===== src/rtl/rx_pkt_pkg.sv =====
// Shared constants, packet-type codes and FSM state type for the receive packet parser.
package rx_pkt_pkg;

  localparam int unsigned WORD_WIDTH = 16;
  localparam int unsigned TYPE_W     = 3;

  localparam logic [TYPE_W-1:0] PT_HB    = 3'b001;
  localparam logic [TYPE_W-1:0] PT_CHANN = 3'b010;
  localparam logic [TYPE_W-1:0] PT_MEMB  = 3'b011;
  localparam logic [TYPE_W-1:0] PT_INV   = 3'b100;
  localparam logic [TYPE_W-1:0] PT_DATA  = 3'b101;

  localparam int unsigned W_HDR    = 0;
  localparam int unsigned W_SRC    = 1;
  localparam int unsigned W_HOPS   = 2;
  localparam int unsigned W_CLUS   = 3;
  localparam int unsigned W_ENERGY = 4;
  localparam int unsigned W_QVAL   = 5;
  localparam int unsigned W_KNOWN  = 6;

  typedef enum logic [2:0] {IDLE, COLLECT, CHECK, DROP, FIRE, WAIT_DONE} state_e;

  function automatic logic type_legal(input logic [TYPE_W-1:0] t);
    return t inside {PT_HB, PT_CHANN, PT_MEMB, PT_INV, PT_DATA};
  endfunction

endpackage


===== src/rtl/gap_timer.sv =====
// Idle-cycle counter; pulses tc_o on the enabled cycle that would reach GAP_TIMEOUT.
module gap_timer #(
  parameter int unsigned GAP_TIMEOUT = 64
) (
  input  logic clk_i,
  input  logic rst_ni,
  input  logic en_i,
  input  logic clr_i,
  output logic tc_o
);

  localparam int unsigned CntW = $clog2(GAP_TIMEOUT + 1);

  logic [CntW-1:0] cnt_q;

  assign tc_o = en_i && !clr_i && (cnt_q == CntW'(GAP_TIMEOUT - 1));

  always_ff @(posedge clk_i or negedge rst_ni) begin
    if (!rst_ni) begin
      cnt_q <= '0;
    end else if (clr_i) begin
      cnt_q <= '0;
    end else if (en_i) begin
      cnt_q <= cnt_q + 1'b1;
    end
  end

endmodule


===== src/rtl/rx_packet_parser.sv =====
// Receive-side packet parser: stages a fixed-length word stream, filters self/illegal packets
// and hands accepted fields to the Q-table update stage with a one-cycle start pulse.
module rx_packet_parser #(
  parameter int unsigned WORD_WIDTH  = 16,
  parameter int unsigned PKT_WORDS   = 7,
  parameter int unsigned GAP_TIMEOUT = 64
) (
  input  logic                  clk,
  input  logic                  nrst,
  input  logic [WORD_WIDTH-1:0] in_data,
  input  logic                  in_valid,
  output logic                  in_ready,
  input  logic [WORD_WIDTH-1:0] myNodeID,
  input  logic                  done,
  output logic                  qtu_en,
  output logic [WORD_WIDTH-1:0] fSourceID,
  output logic [WORD_WIDTH-1:0] fSourceHops,
  output logic [WORD_WIDTH-1:0] fClusterID,
  output logic [WORD_WIDTH-1:0] fEnergyLeft,
  output logic [WORD_WIDTH-1:0] fQValue,
  output logic [WORD_WIDTH-1:0] fKnownCH,
  output logic [2:0]            fPacketType,
  output logic                  dropped,
  output logic                  timeout_err,
  output logic [15:0]           drop_count
);

  import rx_pkt_pkg::*;

  localparam int unsigned IdxW = $clog2(PKT_WORDS);

  state_e                state_q;
  logic [TYPE_W-1:0]     type_q;
  logic [IdxW-1:0]       idx_q;
  logic [WORD_WIDTH-1:0] stage_q [PKT_WORDS];
  logic [WORD_WIDTH-1:0] src_q, hops_q, clus_q, energy_q, qval_q, known_q;
  logic [TYPE_W-1:0]     ptype_q;
  logic                  qtu_en_q, dropped_q, timeout_q;
  logic [15:0]           drop_cnt_q;

  logic        accept;
  logic        gap_tc;
  logic        drop_pkt;
  logic [15:0] drop_cnt_inc;

  assign in_ready     = (state_q == IDLE) || (state_q == COLLECT);
  assign accept       = in_valid && in_ready;
  assign drop_pkt     = !type_legal(type_q) || (stage_q[W_SRC] == myNodeID);
  assign drop_cnt_inc = (drop_cnt_q == 16'hFFFF) ? drop_cnt_q : drop_cnt_q + 16'd1;

  gap_timer #(
    .GAP_TIMEOUT(GAP_TIMEOUT)
  ) u_gap_timer (
    .clk_i (clk),
    .rst_ni(nrst),
    .en_i  ((state_q == COLLECT) && !accept),
    .clr_i ((state_q != COLLECT) || accept),
    .tc_o  (gap_tc)
  );

  always_ff @(posedge clk or negedge nrst) begin
    if (!nrst) begin
      state_q    <= IDLE;
      type_q     <= '0;
      idx_q      <= '0;
      for (int i = 0; i < int'(PKT_WORDS); i++) stage_q[i] <= '0;
      src_q      <= '0;
      hops_q     <= '0;
      clus_q     <= '0;
      energy_q   <= '0;
      qval_q     <= '0;
      known_q    <= '0;
      ptype_q    <= '0;
      qtu_en_q   <= 1'b0;
      dropped_q  <= 1'b0;
      timeout_q  <= 1'b0;
      drop_cnt_q <= '0;
    end else begin
      qtu_en_q  <= 1'b0;
      dropped_q <= 1'b0;
      timeout_q <= 1'b0;
      unique case (state_q)
        IDLE: begin
          if (accept) begin
            stage_q[W_HDR] <= in_data;
            type_q         <= in_data[WORD_WIDTH-1 -: TYPE_W];
            idx_q          <= IdxW'(1);
            state_q        <= COLLECT;
          end
        end
        COLLECT: begin
          if (accept) begin
            stage_q[idx_q] <= in_data;
            idx_q          <= idx_q + 1'b1;
            if (idx_q == IdxW'(PKT_WORDS - 1)) state_q <= CHECK;
          end else if (gap_tc) begin
            state_q    <= IDLE;
            timeout_q  <= 1'b1;
            drop_cnt_q <= drop_cnt_inc;
          end
        end
        // Pulses are registered on entry so they coincide with the DROP/FIRE cycle.
        CHECK: begin
          if (drop_pkt) begin
            state_q    <= DROP;
            dropped_q  <= 1'b1;
            drop_cnt_q <= drop_cnt_inc;
          end else begin
            state_q  <= FIRE;
            qtu_en_q <= 1'b1;
            src_q    <= stage_q[W_SRC];
            hops_q   <= stage_q[W_HOPS];
            clus_q   <= stage_q[W_CLUS];
            energy_q <= stage_q[W_ENERGY];
            qval_q   <= stage_q[W_QVAL];
            known_q  <= stage_q[W_KNOWN];
            ptype_q  <= type_q;
          end
        end
        DROP:      state_q <= IDLE;
        FIRE:      state_q <= WAIT_DONE;
        WAIT_DONE: if (done) state_q <= IDLE;
        default:   state_q <= IDLE;
      endcase
    end
  end

  assign qtu_en      = qtu_en_q;
  assign dropped     = dropped_q;
  assign timeout_err = timeout_q;
  assign drop_count  = drop_cnt_q;
  assign fSourceID   = src_q;
  assign fSourceHops = hops_q;
  assign fClusterID  = clus_q;
  assign fEnergyLeft = energy_q;
  assign fQValue     = qval_q;
  assign fKnownCH    = known_q;
  assign fPacketType = ptype_q;

endmodule


===== config.mk =====
export PLATFORM = sky130hd
export DESIGN_NAME = rx_packet_parser
export DESIGN_NICKNAME = d
export VERILOG_FILES = /design/src/rtl/rx_pkt_pkg.sv /design/src/rtl/gap_timer.sv /design/src/rtl/rx_packet_parser.sv
export SDC_FILE = /design/constraint.sdc
export NUM_CORES = 1
export LEC_CHECK = 0
export CAP_MARGIN = 20
export CORE_ASPECT_RATIO = 0.5
export CORE_MARGIN = 2
export CORE_UTILIZATION = 53
export CTS_CLUSTER_DIAMETER = 50
export DETAILED_ROUTE_END_ITERATION = 7
export DONT_BUFFER_PORTS = 1
export MAX_ROUTING_LAYER = met4
export PLACE_DENSITY = 0.68
export RECOVER_POWER = 25
export SLEW_MARGIN = 10
export SYNTH_ARGS = -nofsm -noshare
export SYNTH_HDL_FRONTEND = slang
export SYNTH_SLANG_ARGS = --single-unit

===== constraint.sdc =====
create_clock -name clk -period 4.1 [get_ports clk]
set_clock_uncertainty 0.2 [all_clocks]
set_input_delay 0.82 -clock clk [delete_from_list [all_inputs] [get_ports clk]]
set_output_delay 0.82 -clock clk [all_outputs]
set_load 0.1 [all_outputs]

# After elaboration in Yosys (flattened, before gate mapping)
# Index checks and enable logic that the tools add are counted.
# W data, S select, Z words.
totals:
  reg_bits: 246
  out_inout_bits: 119
classes:
  magnitude_cmp: 2
  reduce_logical: 22
  n_eq_ne: 22
  add_sub_neg: 3
  n_mux: 29
  bitwise: 2
op_table:
  columns: ["operator", "count"]
  rows:
  - ["$bwmux W112", 1]
  - ["$mux W112", 1]
  - ["$mux W16", 6]
  - ["$pmux W16 S2", 2]
  - ["$demux W16 S3", 1]
  - ["$mux W3", 7]
  - ["$add A16 B1 Y16 const B", 1]
  - ["$eq A16 B16 Y1", 1]
  - ["$eq A16 B16 Y1 const B", 1]
  - ["$eq A3 B3 Y1 const B", 5]
  - ["$pmux W3 S5", 1]
  - ["$mux W7", 2]
  - ["$ne A2 B2 Y1 const B", 6]
  - ["$eq A3 B2 Y1 const B", 3]
  - ["$reduce_and A4 Y1", 2]
  - ["$add A7 B1 Y7 const B", 1]
  - ["$eq A7 B6 Y1 const B", 1]
  - ["$mux W1", 7]
  - ["$eq A3 B1 Y1 const B", 2]
  - ["$pmux W3 S2", 1]
  - ["$reduce_and A2 Y1", 3]
  - ["$reduce_bool A2 Y1", 3]
  - ["$logic_and A1 B1 Y1", 5]
  - ["$reduce_bool A5 Y1", 1]
  - ["12 further kinds", 16]

# Logic depth before layout (Yosys ltp)
# Gate-level depths: netlist of the first run.
depth:
  word_depth: 10
  depth_mapped: 8
  depth_no_buf: 7

# Hierarchy
# From an unflattened synthesis of the first run, not the netlist that was laid out.
hier_totals:
  cells_unflattened: 601
  hier_area_um2: 9145.0
by_module_without_submodules:
  columns: ["module", "area_per_inst_um2", "instances", "cells_each"]
  rows:
  - ["rx_packet_parser", 8808.4, 1, 569]
  - ["gap_timer", 336.6, 1, 32]

# Worst setup path after synthesis of the first run
# Ideal clock, no wire load.
synth_path:
  path_type: "register -> register"
  start: "register drop_cnt_q[6] (netlist: drop_count[6])"
  end: "register drop_cnt_q[1] (netlist: drop_count[1])"
  setup_slack_ns: 1.345
  synth_period_minus_slack_ns: 2.755
  required_time_ns: 3.774
  path_stages_with_launch: 7
  path_buffers: 0
  arrival_time_ns: 2.429
  cell_sequence: "dfrtp_1 and4_1 nand2_1 nor2_1 nand4_2 o21ai_1 mux2_2"
synth_via:
  elab_chain_cells: 5
  elab_cells_between_ends: 6
  classes_between: "eq/ne: 1; mux: 5"
synth_rtl:
  columns: ["item", "line_no", "text"]
  rows:
  - ["start, declared", "rx_packet_parser.sv:39", "logic [15:0] drop_cnt_q;"]
  - ["start signal, assigned", "rx_packet_parser.sv:99", "drop_cnt_q <= drop_cnt_inc;"]
  - ["start signal, assigned", "rx_packet_parser.sv:107", "drop_cnt_q <= drop_cnt_inc;"]
  - ["$eq A16 B16 Y1 (*)", "rx_packet_parser.sv:49", "assign drop_cnt_inc = (drop_cnt_q == 16'hFFFF) ? drop_cnt_q : drop_cnt_q + 16'd1;"]
  - ["$mux W16 (*)", "rx_packet_parser.sv:49", null]
  - ["$mux W16", "rx_packet_parser.sv:96", "end else if (gap_tc) begin"]
  - ["$mux W16", "rx_packet_parser.sv:92", "if (accept) begin"]
  - ["$pmux W16 S2 (*)", "rx_packet_parser.sv:82", "unique case (state_q)"]
# Mark *: on every way between the ends. The rest lies on a longest branch, timed or not. The select of a mux whose other input is x is not followed.
# A chain may end at the register's enable or synchronous reset.

# Worst setup path after layout of the first run
layout_path:
  start: "register stage_q[88] (netlist name)"
  end: "register drop_cnt_q[1] (netlist: drop_count[1])"
layout_via:
  elab_chain_cells: 4
layout_rtl:
  columns: ["item", "line_no", "text"]
  rows:
  - ["start, declared", "rx_packet_parser.sv:35", "logic [WORD_WIDTH-1:0] stage_q [PKT_WORDS];"]
  - ["start signal, assigned by index", "rx_packet_parser.sv:85", "stage_q[W_HDR] <= in_data;"]
  - ["start signal, assigned by index", "rx_packet_parser.sv:93", "stage_q[idx_q] <= in_data;"]
  - ["$eq A16 B16 Y1", "rx_packet_parser.sv:48", "assign drop_pkt = !type_legal(type_q) || (stage_q[W_SRC] == myNodeID);"]
  - ["$logic_or A1 B1 Y1", "rx_packet_parser.sv:48", null]
  - ["$ne A2 B2 Y1 (no source line)", null, null]
  - ["$reduce_and A4 Y1 (no source line)", null, null]
# No other way between the ends.

==> impl_metrics.json, run 1 <==
{
  "grt-ovfl-total": 0,
  "cp.arrival_ns": 3.10,
  "cp_max_fo": 16,
  "synth_area_sq_um": 9280,
  "r2r_slack_ns": 1.18,
  "cap_viol_max_count": 0,
  "slew_headroom_pct": 33.42,
  "min_period_over_period_pct": 71.24,
  "clock-root-buffer": "clkbuf_16",
  "h-tree-depth": 1,
  "die_h_um": 97.57,
  "outcome": "finished, violations left",
  "yosysWarnings": 0,
  "wl_per_cell_um": 20.92,
  "synth_cell_types": 50,
  "syn_nets": 633,
  "detail_route.vias_per_cell": 5.596,
  "synth_edf_count": 0,
  "vias": 4824,
  "crit_type": "reg2reg",
  "syn_area_per_cell_sq_um": 15.65,
  "netlist_instances": 593,
  "clkLatencyLatePin_ns": 0.50,
  "ys_ff_latch": 230,
  "yosys-top-cells-area": "dfrtp_1 62%, mux2_2 22%, xor2_1 1.7%",
  "setup_viol": 0,
  "finalHoldViolations": 230,
  "reg2reg_to": "drop_count[1]",
  "grt_usage_pct": 20.31,
  "drive_gt1_share_pct": 40.76,
  "yosysSeqAreaShare_pct": 62.02,
  "layout_commonest_cell": "dfrtp_1",
  "whs_ns": -0.1807,
  "fin_nets": 653,
  "synth_top_area_share_pct": 62.02,
  "num_rows": 34,
  "cts_tree": "yes",
  "syn_to_final_growth_pct": 10.66,
  "postCtsSetupRepairBufs": 0,
  "nFillCells": 1376,
  "coreArea_sq_um": 17270,
  "num_antenna_cells": 0,
  "crit_required_ns": 4.28,
  "grt_max_degree": 231,
  "min_period_ns": 2.921,
  "timing.rr.start": "stage_q[88]",
  "wirelength_um": 18040,
  "first_global_vias": 4961,
  "fin_tns_setup_ns": 0,
  "violations": "hold timing",
  "yosysTopAreaCell": "dfrtp_1",
  "rsz0062_at_grt": "no",
  "slew_violations": 0,
  "grt_first_pass_wirelength_um": 28540,
  "antenna_left": 0,
  "firstDrtPassIters": 4,
  "dieArea_sq_um": 18650,
  "layout_common_cells": "230 x dfrtp_1, 178 x mux2_2, 21 x clkbuf_16",
  "synthArstFlopShare_pct": 100.0,
  "dp_hpwl_um": 11610,
  "cp-start-kind": "flip-flop",
  "place.gp.congestion": 0.8071,
  "portBuffers": 0,
  "cts_buffers": 21,
  "antenna_found_initial": 0,
  "clock_sinks": 230,
  "ys.flop_type": "dfrtp_1",
  "clockBufferDepth": 3,
  "path_clk_slew_ns": 0.06,
  "multi_input_area_sq_um": 3289,
  "end_kind": "flip-flop",
  "ctsResizeCount": 0,
  "ff_latch_area_sq_um": 5756,
  "drtIter0Drc": 221,
  "reg2reg_depth": 6,
  "tightest_slew_ns": 0.9986,
  "ios": 155,
  "drc": 0,
  "hold_class": "in2async",
  "clock.fmax_mhz": 342.4,
  "start_util_pct": 53.73,
  "die-width_um": 191.1
}
==> sequential cells by signal (all words and copies together), names as in the netlist <==
| name | count |
|---|---|
| stage_q | 96 |
| drop_count | 16 |
| fClusterID | 16 |
| fEnergyLeft | 16 |
| fKnownCH | 16 |
| fQValue | 16 |
| fSourceHops | 16 |
| fSourceID | 16 |
| u_gap_timer.cnt_q | 7 |
| fPacketType | 3 |
| idx_q | 3 |
| state_q | 3 |
| type_q | 3 |
| dropped | 1 |
| qtu_en | 1 |
| timeout_err | 1 |
==> critical path: stages (launching register included) <==
cell	delay (ns)
dfrtp_1	0.41
xor2_1	0.15
nor4_1	0.58
nand4_1	0.27
a21oi_2	0.66
o21ai_1	0.22
mux2_2	0.31
==> through the flow <==
stage	utilization [%]	hold WS (ns)	std cells	area [sq um]	setup WS (ns)
final	59.46	-0.1807	862	10270	1.179
after CTS	59.46	-0.2007	862	10270	1.256
after global placement	55.23	0.2464	824	9539	0.8796
after detailed placement	55.23	0.2548	824	9539	0.8764
after global routing	59.46	-0.2132	862	10270	1.025
after floorplan	-	0.2319	593	9280	1.345
==> per-layer routing <==
metal	vias to the layer above	GRT usage (%)	routed length, um	part of all wire (%)
met4	0	4.438	324	1.8
li1	2147	-	-	-
met3	25	6.970	1335	7.4
met5	-	-	0	0
met1	2553	26.59	7973	44
met2	99	30.91	8403	47
==> synthesized netlist by cell type (all sizes together), types with 3 or more instances <==
cell type    n
and3         7
inv          7
xnor2       17
a21oi        3
nor4         5
a31oi        3
ha           4
dfrtp      230
o211ai       9
nor3         4
mux2       199
xor2        18
and4         3
o21ai        4
nand3        6
o2111ai      4
nand2       11
buf         22
nor2        17
==> how the worst max path moves through the flow <==
stage,endpoint,cells past startpoint,from,slack (ns)
floorplan,drop_count[1],6,drop_count[6],1.35
global placement,drop_count[1],6,myNodeID[8],0.88
detailed placement,drop_count[1],6,myNodeID[8],0.88
CTS,drop_count[1],6,stage_q[88],1.26
global route,drop_count[1],6,stage_q[88],1.02
finish,drop_count[1],6,stage_q[88],1.18
==> cell families (layout without fill, tap and decap cells) <==
group | Yosys count | count (layout) | share of synthesized area [%]
AOI/OAI and AO/OA | 29 | 29 | 2.238
xor gates and xnor gates | 35 | 35 | 3.303
buffers and inverters | 30 | 65 | 2.697
muxes | 200 | 200 | 24.66
DFF | 230 | 230 | 62.02
adders and majority gates | 4 | 4 | 0.5393
and+or+nand+nor | 65 | 65 | 4.544
==> final cells by class <==
| class | count | area share [%] |
|---|---|---|
| multi-input cells | 333 | 32.03 |
| clock inverters | 8 | 1.182 |
| repair buffers | 20 | 1.706 |
| clock buffers | 30 | 5.933 |
| flip-flops and latches | 230 | 56.04 |
| inverters | 7 | 0.2558 |
| well taps | 234 | 2.851 |
Power of run 1 is not shown: default switching activity piles up to over one toggle a cycle in this logic, so the estimate is an artifact.
==> run 2: changes to the inputs <==
==> constraint.sdc (replaced) <==
create_clock -name clk -period 2.8 [get_ports clk]
set_clock_uncertainty 0.2 [all_clocks]
set_input_delay 0.56 -clock clk [delete_from_list [all_inputs] [get_ports clk]]
set_output_delay 0.56 -clock clk [all_outputs]
set_load 0.1 [all_outputs]
==> impl_metrics.json, run 2 (synthesis gave the netlist of run 1 again) <==
{
  "violations": "hold timing",
  "ios": 155,
  "firstDrtPassIters": 4,
  "finalHoldViolations": 230,
  "clock_sinks": 230,
  "nFillCells": 1365,
  "rsz0062_at_grt": "no",
  "setup_viol": 0,
  "clock.fmax_mhz": 396.7,
  "cap_viol_max_count": 0,
  "grt_usage_pct": 21.25,
  "detail_route.vias_per_cell": 5.569,
  "drtIter0Drc": 202,
  "drc": 0,
  "dp_hpwl_um": 11580,
  "r2r_slack_ns": 0.28,
  "fin_nets": 679,
  "cp.arrival_ns": 2.69,
  "final_cell_count_no_fill": 883,
  "dp.cells": 831,
  "antenna_left": 0,
  "place.gp.congestion": 0.7919,
  "grt_max_degree": 231,
  "wirelength_um": 18850,
  "vias": 4917,
  "end_kind": "flip-flop",
  "cts_tree": "yes",
  "num_rows": 34,
  "clkLatencyLatePin_ns": 0.49,
  "wl_per_cell_um": 21.35,
  "outcome": "finished, violations left",
  "layout_common_cells": "230 x dfrtp_1, 178 x mux2_2, 25 x buf_4",
  "top_register": "stage_q",
  "fin_tns_setup_ns": 0,
  "largest_reg_flops": 96,
  "drive_gt1_share_pct": 39.60,
  "path_clk_slew_ns": 0.06,
  "syn_to_final_growth_pct": 12.32,
  "num_antenna_cells": 0,
  "whs_ns": -0.4372,
  "die-width_um": 191.1,
  "portBuffers": 0,
  "h-tree-depth": 1,
  "min_period_ns": 2.521,
  "coreArea_sq_um": 17270,
  "cts_buffers": 21,
  "start_util_pct": 53.73,
  "reg2reg_to": "fQValue[0]",
  "dieArea_sq_um": 18650,
  "timing.rr.start": "stage_q[87]",
  "die_h_um": 97.57,
  "crit_required_ns": 2.97,
  "reg2reg_depth": 8,
  "hold_class": "in2async",
  "cp_max_fo": 47,
  "clockBufferDepth": 3,
  "grt_first_pass_wirelength_um": 29600,
  "grt-ovfl-total": 0,
  "min_period_over_period_pct": 90.02,
  "first_global_vias": 5134,
  "layout_commonest_cell": "dfrtp_1",
  "tightest_slew_ns": 0.9527,
  "slew_headroom_pct": 36.49,
  "cp-start-kind": "flip-flop",
  "antenna_found_initial": 0,
  "clock-root-buffer": "clkbuf_16",
  "final_core_util_pct": 60.35,
  "crit_type": "reg2reg",
  "slew_violations": 0
}
==> run 2: cell types whose count changed in the layout (fill, tap and decap cells not counted), sizes merged <==
cell	previous run	this run
clkbuf	30	27
bufinv	3	2
clkinvlp	1	0
dlygate4sd3	0	19
buf	20	27
==> run 2: how the worst max path moves through the flow <==
stage / start / to / slack, ns
after detailed placement: myNodeID[8] / fEnergyLeft[4] / 0.14
after floorplan: drop_count[6] / drop_count[1] / 0.05
after global placement: myNodeID[8] / fKnownCH[11] / 0.22
after CTS: stage_q[87] / fQValue[1] / 0.27
after global routing: stage_q[87] / fQValue[0] / 0.14
final: stage_q[87] / fQValue[0] / 0.28
==> run 2: repair_timing <==
action / 4_1_cts / 5_1_grt
gates resized for setup: 0 / 0
setup buffers: 0 / 0
hold buffers: 15 / 4
hold endpoints to repair: 275 / 236
==> run 2: final cells by class <==
class	count	area [sq um]	area share (%)
sequential	230	5756	55.22
multi-input combinational	333	3289	31.56
clock buffer	27	558.0	5.354
timing repair buffer	46	417.9	4.009
tap	234	292.8	2.809
clock inverter	6	83.83	0.8042
inverter	7	26.28	0.2521
==> run 2: worst max-delay path, stage by stage, from the launching register on <==
cell	delay, ns
dfrtp_1	0.41
xor2_1	0.15
nor4_1	0.31
buf_4	0.19
nand4_1	0.16
nand2_1	0.14
or2_4	0.17
buf_12	0.26
mux2_2	0.37
==> run 2: per-stage QoR <==
stage          worst slack (ns)  area, sq um
2_1_floorplan           0.04501         9280
3_3_place_gp             0.2216         9592
6_report                 0.2793        10420
5_1_grt                  0.1360        10420
3_5_place_dp             0.1415         9592
4_1_cts                  0.2719        10380
==> run 2: routing by layer <==
layer	vias to the layer above	wire length, um	GRT usage, %
li1	2209	-	-
met1	2583	8356	27.25
met2	104	8947	33.89
met3	21	1271	6.789
met4	0	273	3.550
met5	-	0	-
Power of run 2 is left out for the same reason.
